--- config.mk ---
export PLATFORM = sky130hd
export DESIGN_NAME = apb_sl_regbank
export DESIGN_NICKNAME = d
export VERILOG_FILES = /design/src/rtl/apb_sl_regbank.sv
export SDC_FILE = /design/constraint.sdc
export NUM_CORES = 1
export LEC_CHECK = 0
export BUFFER_PORTS_ARGS = -buffer_cell sky130_fd_sc_hd__buf_2
export CAP_MARGIN = 20
export CORE_MARGIN = 4
export CORE_UTILIZATION = 32
export CTS_CLUSTER_DIAMETER = 150
export DETAILED_ROUTE_END_ITERATION = 16
export GPL_ROUTABILITY_DRIVEN = 0
export GPL_TIMING_DRIVEN = 0
export RECOVER_POWER = 25
export SLEW_MARGIN = 10
export SYNTH_ARGS = -nofsm -noshare
export SYNTH_HDL_FRONTEND = slang
export SYNTH_SLANG_ARGS = --single-unit
--- constraint.sdc ---
create_clock -name pclk -period 6.5 [get_ports pclk]
set_clock_uncertainty 0.2 [all_clocks]
set_input_delay 1.3 -clock pclk [delete_from_list [all_inputs] [get_ports pclk]]
set_output_delay 1.3 -clock pclk [all_outputs]
set_load 0.02 [all_outputs]
--- src/rtl/apb_sl_regbank.sv ---
// ============================================================================
// Module      : apb_sl_regbank
// Description : APB slave with N_CH channels of DATA / CONFIG / STATUS regs.
// Revision    : 1.0 - initial release
// ============================================================================
`default_nettype none

module apb_sl_regbank #(
  parameter int                    ADDR_WIDTH  = 10,
  parameter int                    N_CH        = 4,
  parameter logic [ADDR_WIDTH-1:0] BASE_ADDR   = ADDR_WIDTH'(4),
  parameter int                    CFG_WIDTH   = 8,
  parameter int                    ST_WIDTH    = 8,
  parameter logic [CFG_WIDTH-1:0]  CFG_RESET   = '0,
  parameter int                    WAIT_STATES = 0
) (
  input  logic                      pclk,
  input  logic                      preset_n,
  input  logic [ADDR_WIDTH-1:0]     paddr,
  input  logic                      psel,
  input  logic                      penable,
  input  logic                      pwrite,
  input  logic [31:0]               pwdata,
  input  logic [3:0]                pstrb,
  output logic                      pready,
  output logic                      pslverr,
  output logic [31:0]               prdata,
  output logic [N_CH*CFG_WIDTH-1:0] cfg_out,
  output logic [N_CH*32-1:0]        data_out,
  output logic [N_CH-1:0]           data_wr_pulse,
  input  logic [N_CH*ST_WIDTH-1:0]  status_set
);

  localparam int c_CH_W = ADDR_WIDTH - 2;

  typedef enum logic [0:0] {
    ST_IDLE   = 1'b0,
    ST_ACCESS = 1'b1
  } state_t;

  state_t                r_state;
  state_t                w_state_nxt;
  logic [2:0]            r_cnt;
  logic [2:0]            w_cnt_nxt;

  logic [ADDR_WIDTH-1:0] w_rel;
  logic [c_CH_W-1:0]     w_ch_idx;
  logic [1:0]            w_off;
  logic                  w_below;
  logic [N_CH-1:0]       w_hit;
  logic                  w_err;
  logic                  w_ready;
  logic                  w_commit;
  logic [31:0]           w_mask;
  logic [N_CH-1:0][31:0] w_rd_data;
  logic [31:0]           w_rd_sel;

  // Address decode relative to channel 0 DATA; four words per channel.
  assign w_rel    = paddr - BASE_ADDR;
  assign w_ch_idx = w_rel[ADDR_WIDTH-1:2];
  assign w_off    = w_rel[1:0];
  assign w_below  = (paddr < BASE_ADDR);
  assign w_err    = w_below || !(|w_hit) || (w_off == 2'd3) || (!pwrite && (|pstrb));
  assign w_mask   = {{8{pstrb[3]}}, {8{pstrb[2]}}, {8{pstrb[1]}}, {8{pstrb[0]}}};

  // Reset gating keeps the bus outputs quiet while preset_n is held low.
  assign w_ready  = preset_n && (r_state == ST_ACCESS) && (r_cnt == 3'd0) && psel && penable;
  assign w_commit = w_ready && !w_err && pwrite;

  assign pready   = w_ready;
  assign pslverr  = w_ready && w_err;
  assign prdata   = (w_ready && !pwrite && !w_err) ? w_rd_sel : 32'h0;

  always_ff @(posedge pclk) begin
    if (!preset_n) begin
      r_state <= ST_IDLE;
      r_cnt   <= 3'd0;
    end else begin
      r_state <= w_state_nxt;
      r_cnt   <= w_cnt_nxt;
    end
  end

  always_comb begin
    w_state_nxt = r_state;
    w_cnt_nxt   = r_cnt;
    case (r_state)
      ST_IDLE: begin
        if (psel && !penable) begin
          w_state_nxt = ST_ACCESS;
          w_cnt_nxt   = 3'(WAIT_STATES);
        end
      end
      ST_ACCESS: begin
        // Dropping psel early abandons the transfer without committing.
        if (!psel || w_ready) begin
          w_state_nxt = ST_IDLE;
          w_cnt_nxt   = 3'd0;
        end else if (r_cnt != 3'd0) begin
          w_cnt_nxt = r_cnt - 3'd1;
        end
      end
      default: begin
        w_state_nxt = ST_IDLE;
        w_cnt_nxt   = 3'd0;
      end
    endcase
  end

  always_comb begin
    w_rd_sel = 32'h0;
    for (int c = 0; c < N_CH; c++) begin
      if (w_hit[c]) begin
        w_rd_sel = w_rd_data[c];
      end
    end
  end

  for (genvar c = 0; c < N_CH; c++) begin : g_ch
    logic [31:0]          r_data;
    logic [CFG_WIDTH-1:0] r_cfg;
    logic [ST_WIDTH-1:0]  r_st;
    logic                 r_pulse;
    logic                 w_sel_data;
    logic                 w_sel_cfg;
    logic                 w_sel_st;
    logic [ST_WIDTH-1:0]  w_st_clr;

    assign w_hit[c]   = !w_below && (w_ch_idx == c_CH_W'(c));
    assign w_sel_data = w_commit && w_hit[c] && (w_off == 2'd0);
    assign w_sel_cfg  = w_commit && w_hit[c] && (w_off == 2'd1);
    assign w_sel_st   = w_commit && w_hit[c] && (w_off == 2'd2);
    assign w_st_clr   = w_sel_st ? (pwdata[ST_WIDTH-1:0] & w_mask[ST_WIDTH-1:0]) : '0;

    always_ff @(posedge pclk) begin
      if (!preset_n) begin
        r_data  <= 32'h0;
        r_cfg   <= CFG_RESET;
        r_st    <= '0;
        r_pulse <= 1'b0;
      end else begin
        if (w_sel_data) begin
          r_data <= (r_data & ~w_mask) | (pwdata & w_mask);
        end
        if (w_sel_cfg) begin
          r_cfg <= (r_cfg & ~w_mask[CFG_WIDTH-1:0]) | (pwdata[CFG_WIDTH-1:0] & w_mask[CFG_WIDTH-1:0]);
        end
        // Set is applied after clear so a simultaneous set survives.
        r_st    <= (r_st & ~w_st_clr) | status_set[c*ST_WIDTH +: ST_WIDTH];
        r_pulse <= w_sel_data;
      end
    end

    assign w_rd_data[c] = (w_off == 2'd0) ? r_data :
                          (w_off == 2'd1) ? 32'(r_cfg) :
                          (w_off == 2'd2) ? 32'(r_st) : 32'h0;

    assign cfg_out[c*CFG_WIDTH +: CFG_WIDTH] = r_cfg;
    assign data_out[c*32 +: 32]              = r_data;
    assign data_wr_pulse[c]                  = r_pulse;
  end

endmodule

`default_nettype wire

==> run summary, run 1 <==
Yosys warns - 0
Sequential Power Share - 49.3%
Share of synthesized cell area in and, or, nand and nor gates - 17.6%
Final period util - 87.4%
Largest family of logic cells by synthesized area - multiplexers
Core Util, Final - 40.7%
Top_reg_cell synth - dfxtp_1
R2r startpoint - r_cnt[0]$_SDFFE_PN0P_
Share of the synthesized area in the top cell type - 42.6%
Worst reg2reg setup slack - 3.84 ns
Library cells used by synthesis - 52
Seq/Total Area, Yosys - 42.6%
Status - complete, no violations
RSZ-0062 raised after global routing - no
Most common cell in the netlist - nand2_1
Antenna Cells - 0
Met1 Use GR - 29.9%
Synth Area per Inst - 9.23 sq um
Post-CTS Resized - 0
CTS max path bufs - 2
Net count, final - 1,400
Final setup violation count - 0
Number of flops mapped to enable cells by yosys - 0
First-pass GRT wire length - 56.3 mm
CTS Hold Bufs - 0
XOR/XNOR share of the synthesized area - 0%
VDD IR max - 0.155 mV
Post-CTS Repair Setup Buffers - 0
Crit start category - primary input
DR DRC count - 0
Number of global-route vias before repair - 8,960
Gr busiest metal - met2
Setup TNS - 0 ns
Comb pwr share - 7.1%
Pre-antenna DRT Iters - 5
Critical path class - primary input to output port
Area grow syn2layout - 25.1%
Initial Util - 32.5%
First-iteration detailed-routing DRC count - 794
Final Hold Viols - 0
Clock Power Share - 43.6%
Mapped Cells - 1,017
CTS tree - done
HPWL Detailed - 30.2 mm
Crit path max fanout - 10
Dominant cell type by area after synthesis - dfxtp_1
Worst Hold Depth - 2
Min Clock Period, post-route - 5.68 ns
Synthesized flop and latch total - 200
Worst skew pair latency - 0.44 ns
Slew HR - 24.2%
Layout fillers - 3,006
Root buffer cell - clkbuf_16
Psw - 690 uW
ANT nets after route - 0
DIE AREA - 0.0321 sq mm
Die Span Y - 179 um
Adder-Cell Fraction of Synth Area - 0.267%
Synth Cell Area - 0.00939 sq mm
Arrival @ worst endpoint - 4.18 ns
CTS Buf Count - 17
Hold Path Class - register to register
Maxcap violations - 0
Largest net degree at the start of global routing - 21
CORE AREA - 0.0289 sq mm
Compound-Gate Fraction of Synth Area - 10.8%
Buffers on Ports - 279
Post-Syn Nets - 1,102
H-tree levels - 4
Worst-path clk slew - 0.09 ns
Vias - 9,207
Slew Viols, Final - 0
Async S/R FF share, synth - 0%
Die width - 179 um
Grt ovf - 0
Grt met3 use - 6.83%
Vias/cell - 5.38
Worst-margin pin slew - 1.13 ns
Wire per inst - 22.9 um
Commonest cells in the netlist - 217 x nand2_1, 200 x dfxtp_1, 183 x mux2i_1, 50 x a21oi_1, 43 x nor2_1
Clock Sinks - 200
Gr usage total - 23.6%
# IOs - 281
Initial antenna violation count - 5
Reg2Reg Depth - 7
Crit path capture type - output port
Ranking of synthesized cells by area - dfxtp_1 43%, mux2i_1 20%, nand2_1 8.7%
Mux cell area share after synthesis - 23.5%
Power per cell area - 216 mW/mm^2
Switching Share - 27.2%
Final wirelength - 39.2 mm
Int Pwr - 1.85 mW
Critical Path RT - 5.00 ns
Layout cell share with drive strength beyond 1 - 23.1%
Static Leak - 4.99 nW
Fmax - 0.176 GHz
Met2 GRT Util - 39.4%
Num rows - 62
==> per-layer routing <==
| metal | part of all wire [%] | wire (um) |
|---|---|---|
| met1 | 41 | 16000 |
| met2 | 46 | 18200 |
| met3 | 10 | 4030 |
| met4 | 2.4 | 942 |
| met5 | 0.18 | 72 |
==> cell type report <==
cell class / instances / area, sq um / share of cell area (%)
plain buffers: 79 / 414 / 3.53
clock buffers: 17 / 425 / 3.62
clock inverters: 15 / 180 / 1.53
inverters: 21 / 78.8 / 0.671
multi-input cells: 717 / 4890 / 41.6
flip-flops and latches: 200 / 4000 / 34.1
well taps: 384 / 480 / 4.09
repair buffers: 279 / 1280 / 10.9
==> power groups by stage <==
stage / logic, mW / registers (mW) / clock network (mW)
floorplan: 0.0957 / 1.27 / 0
global placement: 0.175 / 1.28 / 0
detailed placement: 0.177 / 1.28 / 0
CTS: 0.178 / 1.25 / 1.12
global route: 0.194 / 1.25 / 1.16
finish: 0.180 / 1.25 / 1.11
==> critical path, stage by stage <==
cell and delay, ns:
buf_2 0.10, or3_1 0.53, buf_4 0.27, nor3_2 0.63
clkbuf_1 0.67, a22oi_1 0.15, a21oi_1 0.29, buf_2 0.23
==> worst max path at each step <==
stage          startpoint    endpoint  cells past startpoint
6_report         paddr[7]  prdata[14]                      8
5_1_grt          paddr[7]  prdata[14]                      8
4_1_cts          paddr[7]  prdata[14]                      8
3_5_place_dp     paddr[7]  prdata[14]                      8
3_3_place_gp     paddr[7]  prdata[14]                      8
2_1_floorplan    preset_n   prdata[2]                      7
==> metrics by stage <==
step                      instances  setup WS, ns  power [mW]  area, sq um  hold slack, ns
final                          1712         0.818        2.54        11700           0.273
after global routing           1712         0.732        2.61        11700           0.294
after CTS                      1712         0.831        2.55        11900           0.274
after detailed placement       1680         0.834        1.46        11300           0.260
after global placement         1680         0.858        1.45        11300           0.255
after floorplan                1017          1.80        1.37         9390           0.294
==> cell usage in the layout, fill, tap and decap left out, types with 6 or more instances in the layout <==
master,instances
a21oi_1,50
a221o_1,10
a222oi_1,13
a22oi_1,11
and3_1,11
buf_2,197
buf_4,16
clkbuf_1,137
clkbuf_16,17
dfxtp_1,200
inv_1,20
mux2_2,33
mux2i_1,183
nand2_1,217
nand3_1,6
nand4_2,6
nor2_1,43
nor2b_1,7
nor3_1,18
o21ai_0,35
o221ai_1,14
==> cell families after synthesis <==
family                     Yosys count
AOI/OAI and AO/OA                  152
adders and majority gates            2
buffers and inverters              100
DFF                                200
muxes                              216
and+or+nand+nor                    347
(Power assumes the default switching activity.)
==> inputs of run 2 (changes only) <==
- ABC_AREA: default -> 1
==> run 2 against run 1 <==
Global-route usage grew 0.71 points. Via count grew 26%. Combinational power shrank 7%. Final area grew 7.8%. Setup slack lost 0.058 ns. Sequential power is essentially flat. Critical endpoint is now prdata[21]. Largest cell class unchanged.
==> run summary, run 2 <==
Crit path max fanout - 10 (unchanged)
Final worst setup slack - 0.760 ns (-0.0579 ns)
Gr usage total - 24.3% (+0.71 points)
Slew HR - 33.0% (+8.7 points)
Post-CTS Repair Setup Buffers - 0 (unchanged)
CTS Hold Bufs - 0 (unchanged)
Crit path capture type - output port
Seq/Total Area, Yosys - 38.7% (-3.9 points)
Die width - 188 um (+4.7%)
Wire per inst - 18.6 um (-19%)
Commonest cells in the netlist - 508 x nand2_1, 326 x nor2_1, 254 x inv_1, 200 x dfxtp_1, 70 x a21oi_1
Ranking of synthesized cells by area - dfxtp_1 39%, nand2_1 18%, nor2_1 12%
Fmax - 0.174 GHz (-1.0%)
Post-CTS Resized - 0 (unchanged)
Vias/cell - 4.85 (-9.8%)
Area grow syn2layout - 22.5%
Leading cell types in the layout, fill and taps excluded - 508 x nand2_1, 326 x nor2_1, 254 x inv_1
Root buffer cell - clkbuf_16
Power per cell area - 198 mW/mm^2 (-8.4%)
Clock Sinks - 200 (unchanged)
Maxcap violations - 0 (unchanged)
Pre-antenna DRT Iters - 5 (unchanged)
Num rows - 65 (+4.8%)
Initial Util - 32.6% (+0.064 points)
Initial antenna violation count - 5 (unchanged)
Yosys warns - 0 (unchanged)
DR DRC count - 0 (unchanged)
Synth Cell Area - 0.0103 sq mm (+10%)
CTS Buf Count - 17 (unchanged)
Number of global-route vias before repair - 10,800 (+20%)
Async S/R FF share, synth - 0% (unchanged)
Critical path class - primary input to output port
Hold Path Class - register to register
Static Leak - 6.59 nW (+32%)
Final period util - 88.3% (+0.89 points)
VDD IR max - 0.193 mV (+25%)
Arrival @ worst endpoint - 4.24 ns (+0.06 ns)
Min Clock Period, post-route - 5.74 ns (+0.0579 ns)
Top_reg_cell synth - dfxtp_1
RSZ-0062 raised after global routing - no
First-pass GRT wire length - 65.6 mm (+17%)
Most common cell in the netlist - nand2_1
Mapped Cells - 1,677 (+65%)
Dominant cell type by area after synthesis - dfxtp_1
WHS - 0.267 ns (-0.00555 ns)
ANT nets after route - 0 (unchanged)
Largest net degree at the start of global routing - 19 (-9.5%)
Worst-margin pin slew - 1.01 ns (-0.123 ns)
Status - complete, no violations
Synthesized flop and latch total - 200 (unchanged)
Layout fillers - 3,542 (+18%)
Grt ovf - 0 (unchanged)
H-tree levels - 4 (unchanged)
Most common cell after layout, fill and taps aside - nand2_1
Core Util, Final - 39.9% (-0.78 points)
Number of flops mapped to enable cells by yosys - 0 (unchanged)
CTS tree - done
Worst skew pair latency - 0.45 ns (about the same)
CORE AREA - 0.0317 sq mm (+9.9%)
Final setup violation count - 0 (unchanged)
First-iteration detailed-routing DRC count - 1,012 (+27%)
Share of the synthesized area in the top cell type - 38.7% (-3.9 points)
CTS max path bufs - 2 (unchanged)
Vias - 11,600 (+26%)
Library cells used by synthesis - 33 (-37%)
Die Span Y - 188 um (+4.7%)
Net count, final - 2,053 (+47%)
DIE AREA - 0.0353 sq mm (+9.7%)
Buffers on Ports - 272 (-2.5%)
# IOs - 281 (unchanged)
Critical Path RT - 5.00 ns (about the same)
Final wirelength - 44.5 mm (+13%)
HPWL Detailed - 33.8 mm (+12%)
Slew Viols, Final - 0 (unchanged)
Post-Syn Nets - 1,762 (+60%)
DP Worst Slack - 0.804 ns (-0.0309 ns)
Layout cell share with drive strength beyond 1 - 13.5% (-9.6 points)
Setup TNS - 0 ns (unchanged)
Synth Area per Inst - 6.17 sq um (-33%)
Total Power - 2.51 mW (-1.3%)
Final Hold Viols - 0 (unchanged)
Crit start category - primary input
Worst-path clk slew - 0.07 ns (-0.02 ns)
## run 2: cell types whose count changed after synthesis, moves of 20 or more
| cell | before | now |
|---|---|---|
| a21oi_1 | 50 | 70 |
| nor2_1 | 43 | 326 |
| inv_1 | 20 | 254 |
| mux2i_1 | 183 | 0 |
| mux2_2 | 33 | 0 |
| nand2_1 | 217 | 508 |
| nand4_1 | 0 | 48 |
| clkbuf_1 | 39 | 63 |
| nand3_1 | 6 | 47 |
## run 2: cells by family after synthesis
family          synth area share (%)
buf+inv                         13.6
compound gates                  8.42
fa+ha+maj                      0.242
simple gates                    39.0
flops                           38.7
## run 2: critical path, cell delays in order
cell and delay [ns]:
buf_2 0.09, nor3_1 0.50, nand2_1 0.18, nor2_4 0.20, nand3_2 0.24, nor2_4 0.36, clkbuf_1 0.73, nand2_1 0.12
a21oi_1 0.26, buf_2 0.22
## run 2: path summary, 6_finish.rpt
| check | from | to | slack, ns | cells after the start |
|---|---|---|---|---|
| setup reg to reg | r_cnt[0]$_SDFFE_PN0P_ | register | 3.37 | 12 |
| setup / recovery | paddr[7] | prdata[21] | 0.76 | 10 |
| hold reg to reg | g_ch[2].r_st[4]$_SDFF_PN0_ | g_ch[2].r_st[4]$_SDFF_PN0_ | 0.27 | 2 |
| hold / removal | g_ch[2].r_st[4]$_SDFF_PN0_ | g_ch[2].r_st[4]$_SDFF_PN0_ | 0.27 | 2 |
## run 2: routing by layer
metal  vias to the layer above  routed length, um  track usage, %
met5                         -                 38               0
met4                         6               1080            7.62
met3                        65               4340            6.59
met2                       541              20500            40.1
met1                      5264              18500            31.1
li1                       5700                  -               -
## run 2: cell type report
type	count	area (sq um)	area share [%]
multi-input combinational	1123	4930	39.0
sequential	200	4000	31.6
timing repair buffer	272	1240	9.78
inverter	256	961	7.59
tap	402	503	3.97
clock buffer	19	443	3.50
buffer	98	442	3.49
clock inverter	13	131	1.04
antenna	3	7.51	0.0593
## run 2: power by group
part / internal (mW) / switching [mW]
clock network: 0.550 / 0.539
logic: 0.0443 / 0.122
registers: 1.24 / 0.0111
total: 1.83 / 0.673
## run 2: per-stage QoR
step / std cells / cell area [sq um]
finish: 2386 / 12700
floorplan: 1677 / 10300
global placement: 2351 / 12200
CTS: 2383 / 12800
detailed placement: 2351 / 12200
global route: 2385 / 12700
==> inputs of run 3 (changes only) <==
- PLACE_DENSITY: default -> 0.63
==> run 3 against run 2 <==
Utilization barely moved. Critical path depth unchanged. Maximum frequency increased by 4.0%. Flip-flop and latch count unchanged. Largest cell class unchanged. Sequential power hardly changed. Final area barely moved. Non-clock buffer count stayed put. Count of clock-buffer cells in the layout did not move. Routed wire length rose by 2.1%. First-iteration DRC count grew 13%. Cell count is essentially flat.
==> run summary, run 3 (same netlist as run 2, synthesis figures left out) <==
Hold Path Class - register to register
Wire per inst - 19.0 um (+2.0%)
Initial antenna violation count - 9 (+4)
HPWL Detailed - 34.1 mm (+0.87%)
# IOs - 281 (unchanged)
Multi-input logic area - 0.00493 sq mm (unchanged)
Die width - 188 um (unchanged)
Net count, final - 2,053 (unchanged)
Max stage delay on crit path - 0.82 ns (+0.09 ns)
Critical path class - primary input to output port
Fmax - 0.181 GHz (+4.0%)
Slew HR - 30.8% (-2.1 points)
R2r startpoint - r_cnt[0]$_SDFFE_PN0P_
Grt ovf - 0 (unchanged)
VDD IR max - 0.172 mV (-11%)
WHS Endpoint - g_ch[2].r_st[4]$_SDFF_PN0_
Worst reg2reg setup slack - 3.38 ns (about the same)
Min-delay src - g_ch[2].r_st[4]$_SDFF_PN0_
Sequential cell area - 0.00400 sq mm (unchanged)
Layout cell share with drive strength beyond 1 - 13.5% (unchanged)
Grt met3 use - 7.58% (+0.99 points)
Vias/cell - 4.90 (+0.93%)
Arrival @ worst endpoint - 4.02 ns (-0.22 ns)
Min Clock Period, post-route - 5.52 ns (-0.223 ns)
Total Power - 2.52 mW (+0.71%)
Clock Sinks - 200 (unchanged)
Critical Path RT - 5.00 ns (about the same)
DR DRC count - 0 (unchanged)
Worst Hold Depth - 2 (unchanged)
Gr busiest metal - met2
Reg2Reg Depth - 12 (unchanged)
WHS - 0.265 ns (-0.00282 ns)
Crit start category - primary input
Worst skew pair latency - 0.46 ns (about the same)
Crit path cell chain - buf_2 > nor3_1 > nand2_1 > nor2_4 > nand3_2 > nor2_4 > clkbuf_1 > nand2_1 > a21oi_1 > buf_2
Buffers on Ports - 272 (unchanged)
H-tree levels - 4 (unchanged)
Crit path max fanout - 10 (unchanged)
Final Hold Viols - 0 (unchanged)
Crit path capture type - output port
Slowest-stage cell, CP - clkbuf_1
Pre-antenna DRT Iters - 6 (+1)
DP Worst Slack - 1.02 ns (+0.217 ns)
DIE AREA - 0.0353 sq mm (unchanged)
DP Area - 0.0122 sq mm (unchanged)
Initial Util - 32.6% (unchanged)
CTS tree - done
Root buffer cell - clkbuf_16
Final worst setup slack - 0.984 ns (+0.223 ns)
Met2 GRT Util - 40.7% (+0.61 points)
Most common cell after layout, fill and taps aside - nand2_1
CTS max path bufs - 2 (unchanged)
First-iteration detailed-routing DRC count - 1,143 (+13%)
Final wirelength - 45.4 mm (+2.1%)
ANT nets after route - 0 (unchanged)
Static Leak - 6.59 nW (+0.14%)
Area grow syn2layout - 22.5% (about the same)
RSZ-0062 raised after global routing - no
Status - complete, no violations
First-pass GRT wire length - 65.8 mm (+0.38%)
CTS Buf Count - 17 (unchanged)
Num rows - 65 (unchanged)
Post-CTS Repair Setup Buffers - 0 (unchanged)
Post-CTS Resized - 0 (unchanged)
Layout fillers - 3,492 (-1.4%)
CORE AREA - 0.0317 sq mm (unchanged)
Setup TNS - 0 ns (unchanged)
Gr usage total - 24.5% (+0.21 points)
Power per cell area - 199 mW/mm^2 (+0.68%)
Leading cell types in the layout, fill and taps excluded - 508 x nand2_1, 326 x nor2_1, 254 x inv_1
Final setup violation count - 0 (unchanged)
Number of global-route vias before repair - 10,900 (+0.99%)
Vias - 11,700 (+0.97%)
Slew Viols, Final - 0 (unchanged)
Crit. Startpoint - paddr[7]
Largest net degree at the start of global routing - 19 (unchanged)
CTS Hold Bufs - 0 (unchanged)
Worst-path clk slew - 0.08 ns (about the same)
Worst-margin pin slew - 1.04 ns (+0.0321 ns)
Final period util - 84.9% (-3.4 points)
Maxcap violations - 0 (unchanged)
Design area - 0.0127 sq mm (about the same)
Met1 Use GR - 30.5% (-0.60 points)
Die Span Y - 188 um (unchanged)
==> run 3: cell count changes in the layout (fill, tap and decap cells not counted), sizes merged <==
| cell | delta |
|---|---|
| diode | +1 |
| clkinv | +2 |
| clkinvlp | -2 |
==> run 3: worst max path at each step <==
stage                            end  slack [ns]  depth (start not counted)
after floorplan            prdata[1]        1.97                          7
after global placement    prdata[14]        0.98                         10
after detailed placement  prdata[14]        1.02                         10
after CTS                 prdata[14]        1.01                         10
after global routing       prdata[1]        0.76                          9
final                     prdata[14]        0.98                         10
==> run 3: per-stage QoR <==
stage	utilization, %	instances
global route	39.9	2386
finish	39.9	2387
global placement	38.5	2351
CTS	40.3	2383
floorplan	-	1677
detailed placement	38.5	2351
==> run 3: power by group <==
part           switching, mW  total (mW)  internal [mW]
sequential           0.00923        1.25           1.24
combinational          0.127       0.172         0.0444
clock                  0.552        1.10          0.552
total                  0.689        2.52           1.84
==> run 3: per-layer routing <==
layer,vias to the layer above,part of all wire (%)
li1,5699,-
met1,5306,41
met2,592,46
met3,83,11
met4,8,2.8
met5,-,0.10
==> run 3: area by class of cell <==
class	count	area share (%)
Antenna cell	4	0.0790
Buffer	98	3.49
Clock buffer	19	3.50
Clock inverter	13	1.05
Inverter	256	7.59
Multi-Input combinational cell	1123	38.9
Sequential cell	200	31.6
Tap cell	402	3.97
Timing Repair Buffer	272	9.78
==> run 3: critical path: cells and delay by family <==
kind,cells,cell delay [ns]
AND/OR/NAND/NOR,6,1.31
buffers and inverters,3,1.16
AO/OA/AOI/OAI,1,0.24
